$ cat config.mk
export PLATFORM = sky130hd
export DESIGN_NAME = data_sram_bridge
export DESIGN_NICKNAME = d
export VERILOG_FILES = /design/src/rtl/bridge_pkg.sv /design/src/rtl/sram_size_decode.sv /design/src/rtl/data_sram_bridge.sv
export SDC_FILE = /design/constraint.sdc
export NUM_CORES = 1
export LEC_CHECK = 0
export CAP_MARGIN = 30
export CORE_MARGIN = 3
export CORE_UTILIZATION = 38
export CTS_CLUSTER_DIAMETER = 30
export DETAILED_ROUTE_END_ITERATION = 10
export PLACE_DENSITY = 0.85
export SLEW_MARGIN = 20
export SYNTH_ARGS = -nofsm -noshare
export SYNTH_HDL_FRONTEND = slang
export SYNTH_SLANG_ARGS = --single-unit
export TNS_END_PERCENT = 30
$ cat constraint.sdc
create_clock -name clk -period 1.85 [get_ports clk]
set_input_delay 0.2775 -clock clk [delete_from_list [all_inputs] [get_ports clk]]
set_output_delay 0.2775 -clock clk [all_outputs]
set_load 0.05 [all_outputs]
$ cat src/rtl/bridge_pkg.sv
// Shared types for the data-side SRAM bridge: FSM state encoding and bus size codes.
package bridge_pkg;

    typedef enum logic [1:0] {
        IDLE = 2'd0,
        REQ  = 2'd1,
        WAIT = 2'd2
    } state_t;

    localparam logic [1:0] SIZE_BYTE = 2'd0;
    localparam logic [1:0] SIZE_HALF = 2'd1;
    localparam logic [1:0] SIZE_WORD = 2'd2;

endpackage

$ cat src/rtl/sram_size_decode.sv
// Maps the core's byte write-enables onto bus size, low address offset and write flag.
module sram_size_decode
    import bridge_pkg::*;
(
    input  logic [3:0] i_wen,
    output logic [1:0] o_size,
    output logic [1:0] o_offset,
    output logic       o_wr
);

    always_comb begin
        o_size   = SIZE_WORD;
        o_offset = 2'b00;
        o_wr     = |i_wen;
        case (i_wen)
            4'b0011: begin o_size = SIZE_HALF; o_offset = 2'b00; end
            4'b1100: begin o_size = SIZE_HALF; o_offset = 2'b10; end
            4'b0001: begin o_size = SIZE_BYTE; o_offset = 2'b00; end
            4'b0010: begin o_size = SIZE_BYTE; o_offset = 2'b01; end
            4'b0100: begin o_size = SIZE_BYTE; o_offset = 2'b10; end
            4'b1000: begin o_size = SIZE_BYTE; o_offset = 2'b11; end
            default: begin o_size = SIZE_WORD; o_offset = 2'b00; end
        endcase
    end

endmodule

$ cat src/rtl/data_sram_bridge.sv
// Core SRAM-style data port to split-transaction sram-like bus bridge with pipeline stall.
// Optional macro DATA_BRIDGE_BYPASS_EN forwards bus read data and drops the stall in the data_ok cycle.
module data_sram_bridge
    import bridge_pkg::*;
(
    input  logic        clk,
    input  logic        rst,
    input  logic        data_sram_en,
    input  logic [3:0]  data_sram_wen,
    input  logic [31:0] data_sram_addr,
    input  logic [31:0] data_sram_wdata,
    output logic [31:0] data_sram_rdata,
    input  logic        longest_stall,
    output logic        d_stall,
    output logic        data_req,
    output logic        data_wr,
    output logic [1:0]  data_size,
    output logic [31:0] data_addr,
    output logic [31:0] data_wdata,
    input  logic        data_addr_ok,
    input  logic [31:0] data_rdata,
    input  logic        data_data_ok
);

    state_t      r_state;
    state_t      w_state_nxt;
    logic        r_done;
    logic [31:0] r_rdata;
    logic [31:0] r_addr;
    logic [31:0] r_wdata;
    logic [1:0]  r_size;
    logic        r_wr;

    logic [1:0]  w_dec_size;
    logic [1:0]  w_dec_offset;
    logic        w_dec_wr;
    logic        w_issue;
    logic        w_complete;
    logic        w_release;
    logic        w_cur_wr;
    logic        w_addr_lo_unused;

    sram_size_decode u_size_decode (
        .i_wen    (data_sram_wen),
        .o_size   (w_dec_size),
        .o_offset (w_dec_offset),
        .o_wr     (w_dec_wr)
    );

    // Core drives word-aligned addresses; the byte offset comes from the write-enables.
    assign w_addr_lo_unused = ^data_sram_addr[1:0];

    assign w_issue  = (r_state == IDLE) & data_sram_en & ~r_done;
    assign w_cur_wr = (r_state == IDLE) ? w_dec_wr : r_wr;

    always_comb begin
        w_complete = 1'b0;
        case (r_state)
            IDLE:    w_complete = w_issue & data_addr_ok & data_data_ok;
            REQ:     w_complete = data_addr_ok & data_data_ok;
            WAIT:    w_complete = data_data_ok;
            default: w_complete = 1'b0;
        endcase
    end

    always_comb begin
        w_state_nxt = r_state;
        case (r_state)
            IDLE: begin
                if (w_issue & ~data_addr_ok)
                    w_state_nxt = REQ;
                else if (w_issue & data_addr_ok & ~data_data_ok)
                    w_state_nxt = WAIT;
            end
            REQ: begin
                if (data_addr_ok & data_data_ok)
                    w_state_nxt = IDLE;
                else if (data_addr_ok)
                    w_state_nxt = WAIT;
            end
            WAIT: begin
                if (data_data_ok)
                    w_state_nxt = IDLE;
            end
            default: w_state_nxt = IDLE;
        endcase
    end

    // In IDLE the request is presented straight from the core; afterwards from the latches.
    assign data_req   = w_issue | (r_state == REQ);
    assign data_addr  = (r_state == IDLE) ? {data_sram_addr[31:2], w_dec_offset} : r_addr;
    assign data_size  = (r_state == IDLE) ? w_dec_size : r_size;
    assign data_wr    = w_cur_wr;
    assign data_wdata = (r_state == IDLE) ? data_sram_wdata : r_wdata;

`ifdef DATA_BRIDGE_BYPASS_EN
    assign w_release       = w_complete;
    assign data_sram_rdata = (w_complete & ~w_cur_wr) ? data_rdata : r_rdata;
`else
    assign w_release       = 1'b0;
    assign data_sram_rdata = r_rdata;
`endif

    assign d_stall = data_sram_en & ~r_done & ~w_release;

    always_ff @(posedge clk or negedge rst) begin
        if (!rst) begin
            r_state <= IDLE;
            r_done  <= 1'b0;
            r_rdata <= 32'd0;
            r_addr  <= 32'd0;
            r_wdata <= 32'd0;
            r_size  <= SIZE_BYTE;
            r_wr    <= 1'b0;
        end else begin
            r_state <= w_state_nxt;
            if (w_issue) begin
                r_addr  <= {data_sram_addr[31:2], w_dec_offset};
                r_wdata <= data_sram_wdata;
                r_size  <= w_dec_size;
                r_wr    <= w_dec_wr;
            end
            // done blocks a duplicate issue until the whole pipeline moves on.
            if (!longest_stall)
                r_done <= 1'b0;
            else if (w_complete)
                r_done <= 1'b1;
            if (w_complete & ~w_cur_wr)
                r_rdata <= data_rdata;
        end
    end

endmodule

# After elaboration in Yosys (flattened, before gate mapping)
# Index checks and enable logic that the tools add are counted.
[word_totals]
register_bits = 102
inputBits = 106
[op_classes]
eq_ne = 12
n_mux = 15
bitwise_logic = 14
n_reduce_logical = 6
[ops]
columns = ["cell", "count"]
rows = [
  ["$mux 32", 2],
  ["$mux 2", 6],
  ["$pmux 2 s3", 2],
  ["$and 1x1->1", 9],
  ["$eq 4x2->1 const B", 2],
  ["$eq 4x4->1 const B", 2],
  ["$reduce_or 4->1", 2],
  ["$eq 4x1->1 const B", 1],
  ["$eq 4x3->1 const B", 1],
  ["$not 1->1", 4],
  ["$pmux 2 s2", 1],
  ["$reduce_or 2->1", 2],
  ["$mux 1", 3],
  ["$ne 3x1->1 const B", 1],
  ["$ne 3x3->1 const B", 1],
  ["$pmux 1 s3", 1],
  ["$reduce_and 3->1", 1],
  ["$eq 2x1->1 const B", 1],
  ["$eq 2x2->1 const B", 1],
  ["$logic_not 2->1", 1],
  ["$ne 2x1->1 const B", 1],
  ["$ne 2x2->1 const B", 1],
  ["$or 1x1->1", 1],
]

# Depth between registers and ports, before layout
# Gate-level depths: netlist of the first run.
[logic_depth]
word_depth = 8
mapped_depth = 6

# By module
# From an unflattened synthesis of the first run, not the netlist that was laid out.
[hier_totals]
cells_unflattened = 310
area_unflattened_um2 = 4778.3
[modules_own_cells]
columns = ["mod", "instances", "cells_per_inst", "area_each_um2", "seq_area_each_um2"]
rows = [
  ["data_sram_bridge", 1, 301, 4720.8, 2552.4],
  ["sram_size_decode", 1, 9, 57.6, 0.0],
]

# Worst setup path before layout of the first run
# Ideal clock, no wire load.
[synth_path]
kind = "reg-to-output"
from = "register r_state[1]"
to = "output data_addr[0]"
t_arrival_ns = 2.107
required_ns = 1.572
path_slack_ns = -0.535
path_stages_with_launch = 5
path_cell_list = "dfrtp_1 > or2_1 > buf_2 > clkbuf_1 > o21ai_0"
[synth_via]
elab_chain_cells = 2
[synth_rtl]
columns = ["element", "line", "rtl"]
rows = [
  ["from (decl)", "data_sram_bridge.sv:25", "state_t r_state;"],
  ["from (signal assigned)", "data_sram_bridge.sv:116", "r_state <= w_state_nxt;"],
  ["$logic_not 2->1", "data_sram_bridge.sv:91", "assign data_addr = (r_state == IDLE) ? {data_sram_addr[31:2], w_dec_offset} : r_addr;"],
  ["$mux 32", "data_sram_bridge.sv:91", ""],
  ["to (decl)", "data_sram_bridge.sv:18", "output logic [31:0] data_addr,"],
]
# Every way passes these cells.

# Worst setup path after layout of the first run
[layout_path]
from = "register r_state[1]"
to = "output data_wdata[23]"
[layout_via]
elab_chain_cells = 2
[layout_rtl]
columns = ["element", "line", "rtl"]
rows = [
  ["$logic_not 2->1", "data_sram_bridge.sv:94", "assign data_wdata = (r_state == IDLE) ? data_sram_wdata : r_wdata;"],
  ["$mux 32", "data_sram_bridge.sv:94", ""],
  ["to (decl)", "data_sram_bridge.sv:19", "output logic [31:0] data_wdata,"],
]
# Every way passes these cells.

==> flow_metrics.py, run 1 <==
metrics = {
    "cells_and_area": {
        "layout.filler_cells": 768,
        "finish.net_count": 907,
        "multiInputGateArea_um2": 2420,
        "area_growth_pct": 86.5,
        "share_of_post_route_cells_with_drive_strength_above_1_pct": 30.9,
        "finalNonFillerCells": 971,
        "regArea_um2": 2550,
        "final_design_area_excluding_fillers_um2": 8760,
    },
    "placed_design": {
        "io_buffer_count": 204,
        "detailed_place.area_um2": 7810,
        "detailed_place_hpwl_um": 10600,
        "gp_congestion": 0.780,
        "post_place_cells": 941,
    },
    "synth": {
        "synth_top_family_by_area": "simple AND/OR/NAND/NOR gates",
        "netlist.top_cell.by_area": "sky130_fd_sc_hd__dfrtp_1",
        "synth-seq-cells": 102,
        "synth_nets": 688,
        "synth_area_leaders": "sky130_fd_sc_hd__dfrtp_1 (54%), sky130_fd_sc_hd__nand2_1 (31%), sky130_fd_sc_hd__mux2_2 (5.0%)",
        "yosysUniqueCellTypes": 23,
        "yosys.area_share.xor_xnor_pct": 0.186,
        "yosys_warnings": 0,
        "yosys.area_share.adder_pct": 0,
        "post_synth_and_or_nand_nor_area_fraction_pct": 32.5,
        "synth_compound_gate_area_share_pct": 2.08,
        "mean_instance_size_in_the_synthesized_netlist_um2": 8.07,
        "synthCells": 582,
        "synthDominantCellAreaShare_pct": 54.3,
        "syn_area_um2": 4700,
        "yosysSeqAreaShare_pct": 54.3,
        "yosys-mux-area-fraction_pct": 7.67,
    },
    "clocking": {
        "post_cts_hold_buffer_count": 0,
        "clock_tree.root_cell": "sky130_fd_sc_hd__clkbuf_16",
        "source_to_sink_clock_delay_at_the_later_pin_of_the_worst_skew_pair_ns": 0.33,
        "numCtsBuffers": 9,
        "clkTransAtPathRegs_ns": 0.07,
        "cts.htree.levels": 3,
        "clock_tree.buffer_depth": 2,
        "clkSinkCount": 102,
        "cts_tree": "built",
    },
    "min_path": {
        "holdCritPathClass": "primary input to async pin",
    },
    "power": {
        "peakVddDrop_mv": 0.903,
        "cellPowerDensity_nw_per_um2": 1360,
        "leakagePower_nw": 4.26,
    },
    "sta": {
        "grt_setup_unrepaired": "yes",
        "final_min_period_over_clock_period_pct": 105,
        "clock.fmax_ghz": 0.513,
        "whs_ns": -0.0538,
        "final.setup.worst_slack_ns": -0.0976,
        "setup_tns_ns": -3.94,
        "max_slew_margin_pct": 59.7,
        "finalWorstPathRequiredPeriod_ns": 1.95,
        "skew_ns": 0.00925,
        "tightest_slew_ns": 0.605,
        "count_of_final_hold_check_violations": 12,
        "maxSlewViolCount": 0,
        "setup_violations_final": 61,
    },
    "setup_path": {
        "critical_path.startpoint": "r_state[1]$_DFFE_PN0P_",
        "cp.arrival_ns": 1.67,
        "data_required_critical_path_ns": 1.57,
        "worst_setup_path_end_kind": "output port",
        "criticalPathCategory": "flop to output port",
        "r2r.worst_path.cells": 7,
        "rr_startpoint": "r_state[0]$_DFFE_PN0P_",
        "rr_endpoint": "data_sram_rdata[29]$_DFFE_PN0P_",
        "start_kind": "flop",
        "r2r_setup_slack_ns": -0.01,
        "critical_path.max_fanout": 7,
    },
    "grt": {
        "grt_usage_pct": 23.5,
        "grt_pass1_wl_um": 24900,
        "antenna_violations_before_repair": 1,
        "grt_start_max_net_pins": 103,
        "globalRouteOverflowTotal": 0,
        "first_global_vias": 5034,
    },
    "floorplan": {
        "die_w_um": 117,
        "standard_cell_row_count": 39,
        "initial_core_util_pct": 39.9,
        "placeableCoreArea_um2": 11800,
        "die_height_um": 117,
        "boundaryPins": 207,
        "die_area_um2": 13700,
    },
    "route": {
        "vias_per_cell": 4.93,
        "drt_wl_total_um": 16700,
        "post-route-drc-count": 0,
        "postRouteAntennaNets": 0,
        "dr_total_vias": 4783,
        "routedWlPerCell_um": 17.2,
        "drt_pre_antenna_iters": 4,
        "drt_first_iter_violations": 317,
    },
    "run": {
        "timing.max_cap.violations": 0,
    },
    "run_status": {
        "run_status": "complete, but fails checks",
        "failing_checks": "hold timing, setup timing",
    },
}
[power breakdown]
group | switching (W) | internal, W
Sequential | 0.000411 | 0.00294
Combinational | 0.00391 | 0.00285
Clock | 0.000852 | 0.000921
Total | 0.00518 | 0.00671
[logic make-up after synthesis]
logic type / count (synthesis)
compound gates: 16
xor+xnor: 1
buf+inv: 32
flops: 102
mux: 32
simple gates: 399
[stage by stage]
step / power [W] / utilization [%] / worst slack [ns]
2_1_floorplan: 0.00678 / - / -0.135
3_3_place_gp: 0.00948 / 66.4 / -0.424
3_5_place_dp: 0.00965 / 66.4 / -0.522
4_1_cts: 0.0118 / 72.1 / -0.0803
5_1_grt: 0.0124 / 74.5 / -0.161
6_report: 0.0119 / 74.5 / -0.0976
[repair_timing]
| action | CTS | global route |
|---|---|---|
| buffers inserted | 4 | 1 |
| gates cloned | 4 | 4 |
| endpoints found under the setup margin | 99 | 104 |
| pin swaps | 3 | 29 |
| gates resized for setup | 84 | 47 |
[layer usage]
metal  wire, um  up-vias  global-route usage [%]
li1           -     2241                       -
met1       6130     2288                    26.2
met2       8520      223                    41.0
met3       1640       31                    8.95
met4        455        0                    8.10
met5          0        -                       0
[synth_stat cells (all sizes together)]
cell type and instances:
nor4 1, or2 1, dfrtp 102, or3 1, nor3 2, o221ai 1, o21a 1, nand2 384
buf 10, a31oi 1, clkbuf 21, nor2b 1, xnor2 1, nor2 7, and2 1, inv 1
and3 1, mux2 32, o21ai 13
[how the worst max path moves through the flow]
| stage | end | depth (start not counted) |
|---|---|---|
| 6_report | data_wdata[23] | 7 |
| 5_1_grt | data_addr[20] | 7 |
| 4_1_cts | data_wdata[4] | 7 |
| 3_5_place_dp | data_sram_rdata[30]$_DFFE_PN0P_ | 7 |
| 3_3_place_gp | data_sram_rdata[23]$_DFFE_PN0P_ | 7 |
| 2_1_floorplan | data_addr[0] | 4 |
[final cells by class]
class / instances / share of cell area, %
sequential: 102 / 29.1
inverter: 1 / 0.0428
timing repair buffer: 239 / 37.7
antenna: 1 / 0.0286
clock buffer: 10 / 2.61
multi-input combinational: 448 / 27.6
tap: 164 / 2.34
clock inverter: 6 / 0.557
[registers in the layout, indices dropped and copies added, names as in the netlist]
signal and cells:
data_sram_rdata 32, r_size 2, r_state 2, r_wdata 32, r_done 1, r_wr 1
r_addr 32
[worst max-delay path: stages (launching register included)]
cell and delay [ns]:
sky130_fd_sc_hd__dfrtp_1 0.41, sky130_fd_sc_hd__buf_6 0.14, sky130_fd_sc_hd__nor2_4 0.16, sky130_fd_sc_hd__buf_12 0.17
sky130_fd_sc_hd__clkbuf_16 0.17, sky130_fd_sc_hd__nand2_2 0.06, sky130_fd_sc_hd__nand2_2 0.09, sky130_fd_sc_hd__buf_12 0.14
[cell usage in the layout, fill, tap and decap left out, drive strengths merged, types with 2 or more instances in the layout]
cell type / n
nand2: 384
clkdlybuf4s50: 124
buf: 103
dfrtp: 102
mux2: 32
clkbuf: 14
o21ai: 13
nor2: 7
dlygate4sd2: 4
dlymetal6s2s: 4
clkinv: 3
clkinvlp: 3
nor3: 2
(Power assumes the default switching activity.)
==> inputs of run 2 (changes only) <==
CTS_BUF_LIST = sky130_fd_sc_hd__clkbuf_4 sky130_fd_sc_hd__clkbuf_8 sky130_fd_sc_hd__clkbuf_16   (was not set)
GPL_TIMING_DRIVEN = 0   (was not set)
RECOVER_POWER = 100   (was not set)
==> flow_metrics.py, run 2 (synthesis gave the netlist of run 1 again) <==
metrics = {
    "floorplan": {
        "initial_core_util_pct": 39.9,
        "die_area_um2": 13700,
        "boundaryPins": 207,
        "placeableCoreArea_um2": 11800,
        "die_w_um": 117,
        "standard_cell_row_count": 39,
        "die_height_um": 117,
    },
    "setup_path": {
        "cp.arrival_ns": 1.68,
        "critical_path.max_fanout": 10,
        "critPathTopFamily": "buffers and inverters",
        "data_required_critical_path_ns": 1.57,
        "cp_cell_sequence": "or2_4 > buf_12 > buf_12 > o21ai_4 > buf_8",
        "critical_path_buf_inv_count": 3,
        "rr_endpoint": "data_sram_rdata[29]$_DFFE_PN0P_",
        "criticalPathCategory": "flop to output port",
        "r2r_setup_slack_ns": 0.01,
        "start_kind": "flop",
        "r2r.worst_path.cells": 7,
        "rr_startpoint": "r_state[1]$_DFFE_PN0P_",
        "worst_path_largest_cell_delay_ns": 0.45,
        "worst_setup_path_end_kind": "output port",
        "cell_repeated_most_along_the_worst_path": "sky130_fd_sc_hd__buf_12",
        "slowest_cell_on_crit_path": "sky130_fd_sc_hd__dfrtp_2",
        "timing.critical_path.depth": 5,
    },
    "grt": {
        "first_global_vias": 4464,
        "globalRouteOverflowTotal": 0,
        "grt_usage_pct": 20.2,
        "antenna_violations_before_repair": 0,
        "grt_pass1_wl_um": 21900,
        "grt_start_max_net_pins": 66,
    },
    "clocking": {
        "cts_tree": "built",
        "clkSinkCount": 102,
        "clock_tree.buffer_depth": 2,
        "source_to_sink_clock_delay_at_the_later_pin_of_the_worst_skew_pair_ns": 0.34,
        "clock_tree.root_cell": "sky130_fd_sc_hd__clkbuf_16",
        "numCtsBuffers": 9,
        "cts.htree.levels": 3,
        "clkTransAtPathRegs_ns": 0.07,
    },
    "sta": {
        "maxSlewViolCount": 0,
        "grt_setup_unrepaired": "yes",
        "tightest_slew_ns": 0.956,
        "clock.fmax_ghz": 0.511,
        "setup_violations_final": 67,
        "skew_ns": 0.00578,
        "final.setup.worst_slack_ns": -0.108,
        "finalWorstPathRequiredPeriod_ns": 1.96,
        "max_slew_margin_pct": 36.2,
        "final_min_period_over_clock_period_pct": 106,
        "count_of_final_hold_check_violations": 0,
    },
    "power": {
        "power_frac_seq_pct": 30.6,
        "net-switching-power_w": 0.00484,
        "power.internal_w": 0.00603,
        "clock_power_share_pct": 17.0,
        "peakVddDrop_mv": 0.609,
        "netSwitchingFraction_pct": 44.5,
        "leakagePower_nw": 3.93,
        "cellPowerDensity_nw_per_um2": 1400,
        "p_total_w": 0.0109,
        "comb_power_share_pct": 52.5,
    },
    "cells_and_area": {
        "share_of_post_route_cells_with_drive_strength_above_1_pct": 21.7,
        "most_common_library_cell_in_the_layout_ignoring_fill_and_taps": "sky130_fd_sc_hd__nand2_1",
        "final_cell_mix": "sky130_fd_sc_hd__nand2_1 (368), sky130_fd_sc_hd__clkdlybuf4s50_1 (127), sky130_fd_sc_hd__dfrtp_1 (100)",
        "multiInputGateArea_um2": 2170,
        "antenna_cells_inserted": 0,
        "final_util_pct": 66.0,
        "area_growth_pct": 65.2,
        "layout.filler_cells": 948,
        "regArea_um2": 2550,
        "finalNonFillerCells": 975,
        "finish.net_count": 912,
        "final_design_area_excluding_fillers_um2": 7760,
    },
    "route": {
        "drt_wl_total_um": 14000,
        "vias_per_cell": 4.64,
        "drt_pre_antenna_iters": 4,
        "routedWlPerCell_um": 14.4,
        "postRouteAntennaNets": 0,
        "dr_total_vias": 4527,
        "post-route-drc-count": 0,
        "drt_first_iter_violations": 260,
    },
    "min_path": {
        "worstHoldStart": "data_sram_wen[0]",
        "holdPathStages": 3,
        "timing.hold.worst_endpoint": "r_wr$_DFFE_PN0N_",
        "holdCritPathClass": "primary input to flop",
    },
    "placed_design": {
        "place_ws_ns": -1.02,
        "gp_congestion": 0.792,
        "detailed_place_hpwl_um": 9990,
        "io_buffer_count": 204,
        "detailed_place.area_um2": 7030,
        "post_place_cells": 951,
    },
    "run": {
        "timing.max_cap.violations": 0,
    },
    "run_status": {
        "failing_checks": "setup timing",
        "run_status": "complete, but fails checks",
    },
}
==> run 2: cell count changes in the layout (fill, tap and decap cells not counted), sizes merged <==
cell | previous run | this run
clkbuf | 14 | 27
buf | 103 | 91
clkdlybuf4s50 | 124 | 127
clkinvlp | 3 | 1
inv | 1 | 3
clkdlybuf4s15 | 0 | 1
diode | 1 | 0
dlygate4sd3 | 0 | 1
dlymetal6s2s | 4 | 3
==> run 2: worst max path at each step <==
stage / startpoint / endpoint / slack [ns]
after floorplan: r_state[1]$_DFFE_PN0P_ / data_addr[0] / -0.13
after global placement: rst / data_sram_rdata[6]$_DFFE_PN0P_ / -3.45
after detailed placement: r_state[1]$_DFFE_PN0P_ / data_wdata[2] / -1.02
after CTS: r_state[0]$_DFFE_PN0P_ / data_wdata[19] / -0.14
after global routing: data_sram_wen[3] / data_size[1] / -0.18
final: r_state[1]$_DFFE_PN0P_ / data_addr[1] / -0.11
==> run 2: cell type report <==
type	instances	area share (%)
sequential	102	32.9
timing repair buffer	213	28.7
multi-input combinational	448	28.0
buffer	31	3.90
clock buffer	10	3.08
tap	164	2.64
clock inverter	6	0.693
inverter	1	0.0484
==> run 2: repair_timing <==
action,in CTS,in global routing
hold endpoints to repair,37,0
setup buffers,4,2
hold buffers,1,0
gates cloned,1,0
endpoints found under the setup margin,169,100
gates resized for setup,497,71
pin swaps,11,21
==> run 2: stage by stage <==
| stage | setup TNS [ns] | hold slack (ns) |
|---|---|---|
| 4_1_cts | -7.16 | 0.393 |
| 5_1_grt | -10.68 | 0.464 |
| 6_report | -4.58 | 0.450 |
| 2_1_floorplan | -0.635 | -0.0181 |
| 3_5_place_dp | -107.86 | 0.204 |
| 3_3_place_gp | -454.95 | 0.457 |
==> run 2: worst min-delay path, stage by stage <==
cell	delay, ns
sky130_fd_sc_hd__dlymetal6s2s_1	0.23
sky130_fd_sc_hd__nor4_4	0.08
sky130_fd_sc_hd__o21ai_0	0.15
==> run 2: routing by layer <==
layer | GRT usage (%) | vias to the layer above | part of all wire, % | wire length (um)
met5 | 0 | - | 0 | 0
met4 | 5.81 | 0 | 1.8 | 246
met3 | 7.04 | 19 | 9.6 | 1350
met2 | 33.6 | 182 | 47 | 6640
met1 | 24.9 | 2078 | 41 | 5780
li1 | - | 2248 | - | -
==> run 2: power by group through the flow <==
stage                     Sequential [W]  Combinational [W]  Clock (W)
final                            0.00333            0.00570    0.00184
after CTS                        0.00332            0.00557    0.00191
after global placement           0.00333            0.00533          0
after detailed placement         0.00335            0.00539          0
after floorplan                  0.00454            0.00224          0
after global routing             0.00341            0.00606    0.00200
